## config.mk

```make
export PLATFORM = sky130hd
export DESIGN_NAME = alert_rx_multi_flat
export DESIGN_NICKNAME = d
export VERILOG_FILES = /design/src/rtl/alert_rx_multi_pkg.sv /design/src/rtl/alert_rx_multi_if.sv /design/src/rtl/alert_rx_chan.sv /design/src/rtl/alert_rx_multi.sv /design/src/flat_wrapper.sv
export SDC_FILE = /design/constraint.sdc
export NUM_CORES = 1
export LEC_CHECK = 0
export CAP_MARGIN = 10
export CORE_UTILIZATION = 50
export DETAILED_ROUTE_END_ITERATION = 10
export PLACE_DENSITY = 0.73
export SYNTH_ARGS = -nofsm -noshare
export SYNTH_HDL_FRONTEND = slang
export SYNTH_SLANG_ARGS = --single-unit
```

## constraint.sdc

```tcl
create_clock -name clk -period 3.1 [get_ports clk]
set_input_delay 0.62 -clock clk [delete_from_list [all_inputs] [get_ports clk]]
set_output_delay 0.62 -clock clk [all_outputs]
set_load 0.02 [all_outputs]
```

## src/rtl/alert_rx_multi_pkg.sv

```systemverilog
// Shared types for the multi-channel differential alert receiver.
package alert_rx_multi_pkg;

  typedef enum logic [1:0] {
    IDLE   = 2'd0,
    ACK_HI = 2'd1,
    PAUSE  = 2'd2
  } chan_state_e;

  // Wide enough for PauseCycles up to 3.
  localparam int unsigned PauseCntW = 2;

  typedef struct packed {
    logic alert;
    logic ping_ok;
    logic ping_fail;
    logic integ_fail;
  } chan_evt_t;

endpackage

```

## src/rtl/alert_rx_multi_if.sv

```systemverilog
// Bundle of alert/ack/ping rails and event outputs between sender side (master)
// and the receiver (slave).
interface alert_rx_multi_if #(
  parameter int NumAlerts = 4,
  parameter int TimeoutW  = 8
);
  // 4-phase handshake per channel: sender raises alert (p=1,n=0); receiver answers
  // with ack (p=1,n=0); sender drops alert; receiver drops ack and pauses before
  // accepting the next alert. Healthy rails are always complementary.
  logic [NumAlerts-1:0]   alert_p_i;
  logic [NumAlerts-1:0]   alert_n_i;
  logic [NumAlerts-1:0]   ack_p_o;
  logic [NumAlerts-1:0]   ack_n_o;
  logic [NumAlerts-1:0]   ping_p_o;
  logic [NumAlerts-1:0]   ping_n_o;
  logic [NumAlerts-1:0]   ping_req_i;
  logic [TimeoutW-1:0]    ping_timeout_i;
  logic [NumAlerts-1:0]   alert_o;
  logic [NumAlerts-1:0]   ping_ok_o;
  logic [NumAlerts-1:0]   ping_fail_o;
  logic [NumAlerts-1:0]   integ_fail_o;
  logic [2*NumAlerts-1:0] dbg_state;

  modport master (
    output alert_p_i, alert_n_i, ping_req_i, ping_timeout_i,
    input  ack_p_o, ack_n_o, ping_p_o, ping_n_o,
    input  alert_o, ping_ok_o, ping_fail_o, integ_fail_o, dbg_state
  );

  modport slave (
    input  alert_p_i, alert_n_i, ping_req_i, ping_timeout_i,
    output ack_p_o, ack_n_o, ping_p_o, ping_n_o,
    output alert_o, ping_ok_o, ping_fail_o, integ_fail_o, dbg_state
  );
endinterface

```

## src/rtl/alert_rx_chan.sv

```systemverilog
// One alert receiver channel: handshake FSM, ping latch/issue and ping timeout.
// ALERT_RX_MULTI_SYNC_EN adds a 2-flop synchroniser on the alert rails.
module alert_rx_chan
  import alert_rx_multi_pkg::*;
#(
  parameter int TimeoutW    = 8,
  parameter int PauseCycles = 2
) (
  input  logic                clk,
  input  logic                rst_n,
  input  logic                alert_p,
  input  logic                alert_n,
  input  logic                ping_req,
  input  logic [TimeoutW-1:0] ping_timeout,
  output logic                ack_p,
  output logic                ack_n,
  output logic                ping_p,
  output logic                ping_n,
  output chan_evt_t           evt,
  output chan_state_e         state
);

  logic in_p, in_n;

`ifdef ALERT_RX_MULTI_SYNC_EN
  logic [1:0] sync_p, sync_n;
  always_ff @(posedge clk or negedge rst_n) begin
    if (!rst_n) begin
      sync_p <= 2'b00;
      sync_n <= 2'b11;
    end else begin
      sync_p <= {sync_p[0], alert_p};
      sync_n <= {sync_n[0], alert_n};
    end
  end
  assign in_p = sync_p[1];
  assign in_n = sync_n[1];
`else
  assign in_p = alert_p;
  assign in_n = alert_n;
`endif

  logic ap_q, an_q;
  always_ff @(posedge clk or negedge rst_n) begin
    if (!rst_n) begin
      ap_q <= 1'b0;
      an_q <= 1'b1;
    end else begin
      ap_q <= in_p;
      an_q <= in_n;
    end
  end

  logic alert_seen, alert_clear, integ;
  assign alert_seen  = ap_q & ~an_q;
  assign alert_clear = ~ap_q & an_q;
  assign integ       = (ap_q == an_q);

  chan_state_e          state_q, state_d;
  logic [PauseCntW-1:0] pause_cnt_q, pause_cnt_d;
  logic [TimeoutW-1:0]  cnt_q, cnt_d, cnt_inc;
  logic                 latched_q, latched_d;
  logic                 pending_q, pending_d;
  logic                 ping_q, ping_d;
  logic                 ack_p_q, ack_n_q, ping_n_q;
  chan_evt_t            evt_q, evt_d;

  assign cnt_inc = cnt_q + TimeoutW'(1);

  always_comb begin
    state_d     = state_q;
    pause_cnt_d = pause_cnt_q;
    cnt_d       = cnt_q;
    latched_d   = latched_q;
    pending_d   = pending_q;
    ping_d      = ping_q;
    evt_d       = '0;

    // Integrity level every bad cycle, plus one alert pulse on its first cycle.
    evt_d.integ_fail = integ;
    evt_d.alert      = integ & ~evt_q.integ_fail;

    if (ping_req && !pending_q && !latched_q) latched_d = 1'b1;

    if (pending_q) begin
      cnt_d = cnt_inc;
      if ((ping_timeout != '0) && (cnt_inc == ping_timeout)) begin
        pending_d       = 1'b0;
        evt_d.ping_fail = 1'b1;
      end
    end

    case (state_q)
      IDLE: begin
        if (alert_seen) begin
          state_d = ACK_HI;
          if (pending_q) begin
            // An answer on the expiry cycle still counts as a ping response.
            evt_d.ping_ok   = 1'b1;
            evt_d.ping_fail = 1'b0;
            pending_d       = 1'b0;
            cnt_d           = '0;
          end else begin
            evt_d.alert = 1'b1;
          end
        end else if (latched_q) begin
          ping_d    = ~ping_q;
          pending_d = 1'b1;
          latched_d = 1'b0;
          cnt_d     = '0;
        end
      end
      ACK_HI: begin
        if (alert_clear) begin
          state_d     = PAUSE;
          pause_cnt_d = '0;
        end
      end
      PAUSE: begin
        if (pause_cnt_q == PauseCntW'(PauseCycles - 1)) state_d = IDLE;
        else pause_cnt_d = pause_cnt_q + PauseCntW'(1);
      end
      default: state_d = IDLE;
    endcase

    if (integ) state_d = IDLE;
  end

  always_ff @(posedge clk or negedge rst_n) begin
    if (!rst_n) begin
      state_q     <= IDLE;
      pause_cnt_q <= '0;
      cnt_q       <= '0;
      latched_q   <= 1'b0;
      pending_q   <= 1'b0;
      ping_q      <= 1'b0;
      ping_n_q    <= 1'b1;
      ack_p_q     <= 1'b0;
      ack_n_q     <= 1'b1;
      evt_q       <= '0;
    end else begin
      state_q     <= state_d;
      pause_cnt_q <= pause_cnt_d;
      cnt_q       <= cnt_d;
      latched_q   <= latched_d;
      pending_q   <= pending_d;
      ping_q      <= ping_d;
      ping_n_q    <= ~ping_d;
      ack_p_q     <= (state_d == ACK_HI);
      ack_n_q     <= (state_d != ACK_HI);
      evt_q       <= evt_d;
    end
  end

  assign ack_p  = ack_p_q;
  assign ack_n  = ack_n_q;
  assign ping_p = ping_q;
  assign ping_n = ping_n_q;
  assign evt    = evt_q;
  assign state  = state_q;

endmodule

```

## src/rtl/alert_rx_multi.sv

```systemverilog
// N independent differential alert receiver channels behind one interface.
// ALERT_RX_MULTI_SYNC_EN (see alert_rx_chan) adds input synchronisers.
module alert_rx_multi
  import alert_rx_multi_pkg::*;
#(
  parameter int NumAlerts   = 4,
  parameter int TimeoutW    = 8,
  parameter int PauseCycles = 2
) (
  input  logic         clk,
  input  logic         rst_n,
  alert_rx_multi_if.slave bus
);

  logic [NumAlerts-1:0]   ack_p, ack_n, ping_p, ping_n;
  logic [NumAlerts-1:0]   ev_alert, ev_ok, ev_fail, ev_integ;
  logic [2*NumAlerts-1:0] dbg;

  for (genvar i = 0; i < NumAlerts; i++) begin : g_chan
    chan_evt_t   evt;
    chan_state_e st;

    alert_rx_chan #(
      .TimeoutW    (TimeoutW),
      .PauseCycles (PauseCycles)
    ) u_chan (
      .clk          (clk),
      .rst_n        (rst_n),
      .alert_p      (bus.alert_p_i[i]),
      .alert_n      (bus.alert_n_i[i]),
      .ping_req     (bus.ping_req_i[i]),
      .ping_timeout (bus.ping_timeout_i),
      .ack_p        (ack_p[i]),
      .ack_n        (ack_n[i]),
      .ping_p       (ping_p[i]),
      .ping_n       (ping_n[i]),
      .evt          (evt),
      .state        (st)
    );

    assign ev_alert[i]     = evt.alert;
    assign ev_ok[i]        = evt.ping_ok;
    assign ev_fail[i]      = evt.ping_fail;
    assign ev_integ[i]     = evt.integ_fail;
    assign dbg[2*i +: 2]   = st;
  end

  assign bus.ack_p_o      = ack_p;
  assign bus.ack_n_o      = ack_n;
  assign bus.ping_p_o     = ping_p;
  assign bus.ping_n_o     = ping_n;
  assign bus.alert_o      = ev_alert;
  assign bus.ping_ok_o    = ev_ok;
  assign bus.ping_fail_o  = ev_fail;
  assign bus.integ_fail_o = ev_integ;
  assign bus.dbg_state    = dbg;

endmodule

```

## src/flat_wrapper.sv

```systemverilog
// flat-port wrapper written by rule: the top's interface ports become plain ports
module alert_rx_multi_flat import alert_rx_multi_pkg::*;
#(
  parameter int NumAlerts   = 4,
  parameter int TimeoutW    = 8,
  parameter int PauseCycles = 2
)
  (clk, rst_n, bus_alert_p_i, bus_alert_n_i, bus_ping_req_i, bus_ping_timeout_i, bus_ack_p_o, bus_ack_n_o, bus_ping_p_o, bus_ping_n_o, bus_alert_o, bus_ping_ok_o, bus_ping_fail_o, bus_integ_fail_o, bus_dbg_state);
  alert_rx_multi_if #(.NumAlerts(NumAlerts), .TimeoutW(TimeoutW)) bus_i ();
  input  logic clk;
  input  logic rst_n;
  input wire logic [$bits(bus_i.alert_p_i)-1:0] bus_alert_p_i;
  input wire logic [$bits(bus_i.alert_n_i)-1:0] bus_alert_n_i;
  input wire logic [$bits(bus_i.ping_req_i)-1:0] bus_ping_req_i;
  input wire logic [$bits(bus_i.ping_timeout_i)-1:0] bus_ping_timeout_i;
  output wire logic [$bits(bus_i.ack_p_o)-1:0] bus_ack_p_o;
  output wire logic [$bits(bus_i.ack_n_o)-1:0] bus_ack_n_o;
  output wire logic [$bits(bus_i.ping_p_o)-1:0] bus_ping_p_o;
  output wire logic [$bits(bus_i.ping_n_o)-1:0] bus_ping_n_o;
  output wire logic [$bits(bus_i.alert_o)-1:0] bus_alert_o;
  output wire logic [$bits(bus_i.ping_ok_o)-1:0] bus_ping_ok_o;
  output wire logic [$bits(bus_i.ping_fail_o)-1:0] bus_ping_fail_o;
  output wire logic [$bits(bus_i.integ_fail_o)-1:0] bus_integ_fail_o;
  output wire logic [$bits(bus_i.dbg_state)-1:0] bus_dbg_state;
  assign bus_i.alert_p_i = bus_alert_p_i;
  assign bus_i.alert_n_i = bus_alert_n_i;
  assign bus_i.ping_req_i = bus_ping_req_i;
  assign bus_i.ping_timeout_i = bus_ping_timeout_i;
  assign bus_ack_p_o = bus_i.ack_p_o;
  assign bus_ack_n_o = bus_i.ack_n_o;
  assign bus_ping_p_o = bus_i.ping_p_o;
  assign bus_ping_n_o = bus_i.ping_n_o;
  assign bus_alert_o = bus_i.alert_o;
  assign bus_ping_ok_o = bus_i.ping_ok_o;
  assign bus_ping_fail_o = bus_i.ping_fail_o;
  assign bus_integ_fail_o = bus_i.integ_fail_o;
  assign bus_dbg_state = bus_i.dbg_state;
  alert_rx_multi #(.NumAlerts(NumAlerts), .TimeoutW(TimeoutW), .PauseCycles(PauseCycles)) u_core (.clk(clk), .rst_n(rst_n), .bus(bus_i));
endmodule
```

==> flow_summary.json <==
{
  "status": "complete, no violations",
  "fin_util": 0.605,
  "cp-start-kind": "flip-flop",
  "fp.dieW_um": 103,
  "routedWlPerCell_um": 13.5,
  "crit_required_ps": 2480,
  "yosysWarningCount": 0,
  "final_cells": 706,
  "crit_cells": 1,
  "end_kind": "primary output",
  "fp.dieH_um": 103,
  "syn-num-nets": 573,
  "vias": 3799,
  "power.leakage_uw": 0.00256,
  "fin_skew_ps": 11.1,
  "r2r_setup_slack_ps": 1000,
  "worst-path-buf-inv": 1,
  "antenna_found_initial": 0,
  "rsz0062_at_grt": "no",
  "min_period_ps": 2210,
  "num_antenna_cells": 0,
  "crit_type": "reg2out",
  "start_util": 0.519,
  "cts_buffers": 9,
  "syn_avg_cell_area_um2": 9.61,
  "slew_headroom": 0.566,
  "slowest_delay_ps": 670,
  "cts_sinks": 96,
  "io_pins": 62,
  "grt_pass1_vias": 3679,
  "r2r-start": "u_core.g_chan[0].u_chan.cnt_q[0]",
  "firstDrtPassIters": 4,
  "slew_viol_final": 0,
  "reg2reg_to": "u_core.g_chan[0].u_chan.evt[1]",
  "reg2reg_depth": 6,
  "cts_setup_buffers": 0,
  "synth-seq-area-share": 0.474,
  "critPathSlowestCell": "clkdlybuf4s50_1",
  "io_buffer_count": 61,
  "via_per_inst": 5.38,
  "hold_viol": 0,
  "cts_hold_buf": 0,
  "clk_pin_slew_worst_paths_ps": 90,
  "core_um2": 9820,
  "cap_violations": 0,
  "max_freq_ghz": 0.453,
  "cp_cell_sequence": "clkdlybuf4s50_1",
  "cts_tree": "yes",
  "ant_nets": 0,
  "placed_cells": 690,
  "synth_seq_cells": 96,
  "route.detailed.drc": 0,
  "hold_class": "in2async",
  "nNetsFinal": 610,
  "cts.path.max_buffers": 2,
  "insertion_delay_ps": 370,
  "setup_total_negative_slack_ps": 0,
  "powerDensity_nw_per_um2": 686,
  "async_flop_share": 1.00,
  "critPathTopFamily": "buffers and inverters",
  "wl_um": 9550,
  "htree_num_levels": 3,
  "tightest_slew_ps": 652,
  "setup_viol": 0,
  "fin_crit_sh": 0.712,
  "dieArea_um2": 10600,
  "synth_ff_type": "dfrtp_1",
  "synth_cell_types": 51,
  "syn_area_um2": 5100,
  "synth_cells": 531,
  "cts_resized": 0,
  "syn2layout_area_growth_pct": 16.5,
  "hpwl_um": 7000,
  "vdd_drop_max_mv": 0.361,
  "grt_use_total": 0.203,
  "drtIter0Drc": 141,
  "grt_pass1_wl_um": 16600,
  "routabilityCongestion": 0.808,
  "rows": 36,
  "drive_above_1_share": 0.0663,
  "root_buffer": "clkbuf_8",
  "synth_edf_count": 0,
  "grt.overflow.total": 0,
  "arrival_ps": 1590,
  "grt_start_max_net_pins": 53,
  "critPathMaxFanout": 11
}
[sequential cells by signal, indices dropped and copies added (netlist names)]
register,count
u_core.g_chan.u_chan.ack_n,4
u_core.g_chan.u_chan.pending_q,4
u_core.g_chan.u_chan.an_q,4
u_core.g_chan.u_chan.ap_q,4
u_core.g_chan.u_chan.state,8
u_core.g_chan.u_chan.evt,16
u_core.g_chan.u_chan.ping_n,4
u_core.g_chan.u_chan.latched_q,4
u_core.g_chan.u_chan.ack_p,4
u_core.g_chan.u_chan.cnt_q,32
u_core.g_chan.u_chan.pause_cnt_q,8
u_core.g_chan.u_chan.ping_p,4
[stage by stage]
stage                     hold WS, ps  setup WS [ps]  area, µm²  power (µW)
final                             261            893       5940        4080
after global routing              306            774       5940        4370
after CTS                         273            876       5940        4120
after detailed placement          451            533       5690        3100
after global placement            447            601       5690        3040
after floorplan                   324           1220       5100        2740
[layout make-up]
type,count,area [µm²]
clock inverter,5,103
multi-input combinational,361,2320
tap,133,166
inverter,36,135
fill,853,3880
sequential,96,2420
timing repair buffer,64,643
clock buffer,11,151
[layer usage]
layer,vias to the layer above,track usage,routed length [µm]
met5,-,0,0
met4,0,0.0791,203
met3,23,0.0597,385
met2,69,0.343,4690
met1,1824,0.246,4270
li1,1883,-,-
[cell usage after synthesis, types with 10 or more instances]
master	n	area (µm²)
inv_1	36	135
nor2_1	67	251
a21oi_1	26	130
dfstp_2	12	315
nand3_1	18	90.1
ha_1	20	250
a2111oi_0	10	87.6
buf_4	18	135
nor3_1	17	85.1
xnor2_1	34	298
dfrtp_1	84	2100
o21ai_0	13	65.1
buf_2	11	55.1
nand2_1	45	169
xor2_1	22	193
[cell families (layout without fill, tap and decap cells)]
group | Yosys count | in the layout | share of synthesized area
AND/OR/NAND/NOR | 183 | 183 | 0.169
adder cells (fa/ha/maj) | 20 | 20 | 0.0491
buffers and inverters | 74 | 116 | 0.0704
flip-flops | 96 | 96 | 0.474
AO/OA/AOI/OAI | 95 | 95 | 0.128
XOR/XNOR | 56 | 56 | 0.0961
multiplexers | 7 | 7 | 0.0137
[how the worst max path moves through the flow]
stage                                                 from                                 to
after floorplan                      bus_ping_timeout_i[3]  u_core.g_chan[3].u_chan.pending_q
after CTS                 u_core.g_chan[0].u_chan.state[1]                   bus_dbg_state[1]
after global routing                 bus_ping_timeout_i[6]     u_core.g_chan[0].u_chan.evt[1]
after detailed placement             bus_ping_timeout_i[6]  u_core.g_chan[3].u_chan.pending_q
after global placement               bus_ping_timeout_i[6]     u_core.g_chan[0].u_chan.evt[1]
final                     u_core.g_chan[0].u_chan.state[1]                   bus_dbg_state[1]
[layout by cell type (no fill, tap or decap), drive strengths merged, types with 2 or more instances in the layout]
master	synthesis	layout
a2111oi	11	11
a211o	2	2
a211oi	7	7
a21boi	3	3
a21oi	26	26
a311oi	4	4
a31oi	4	4
and2	6	6
and3	5	5
and4	3	3
buf	30	4
bufinv	0	3
clkbuf	8	11
clkdlybuf4s50	0	60
dfrtp	84	84
dfstp	12	12
ha	20	20
inv	36	36
mux2i	7	7
nand2	45	45
nand2b	3	3
nand3	18	18
nand4	10	10
nor2	67	67
nor3	18	18
nor4	5	5
o21a	5	5
o21ai	13	13
o21bai	2	2
o22ai	4	4
o311ai	2	2
o31a	2	2
xnor2	34	34
xor2	22	22
[power by group]
part           leakage, µW  switching [µW]  internal (µW)
Combinational      0.00121             675            563
Clock             0.000126             424            578
Sequential         0.00122             313           1520
Total              0.00256            1410           2660
Power figures use the tool's default switching activity.
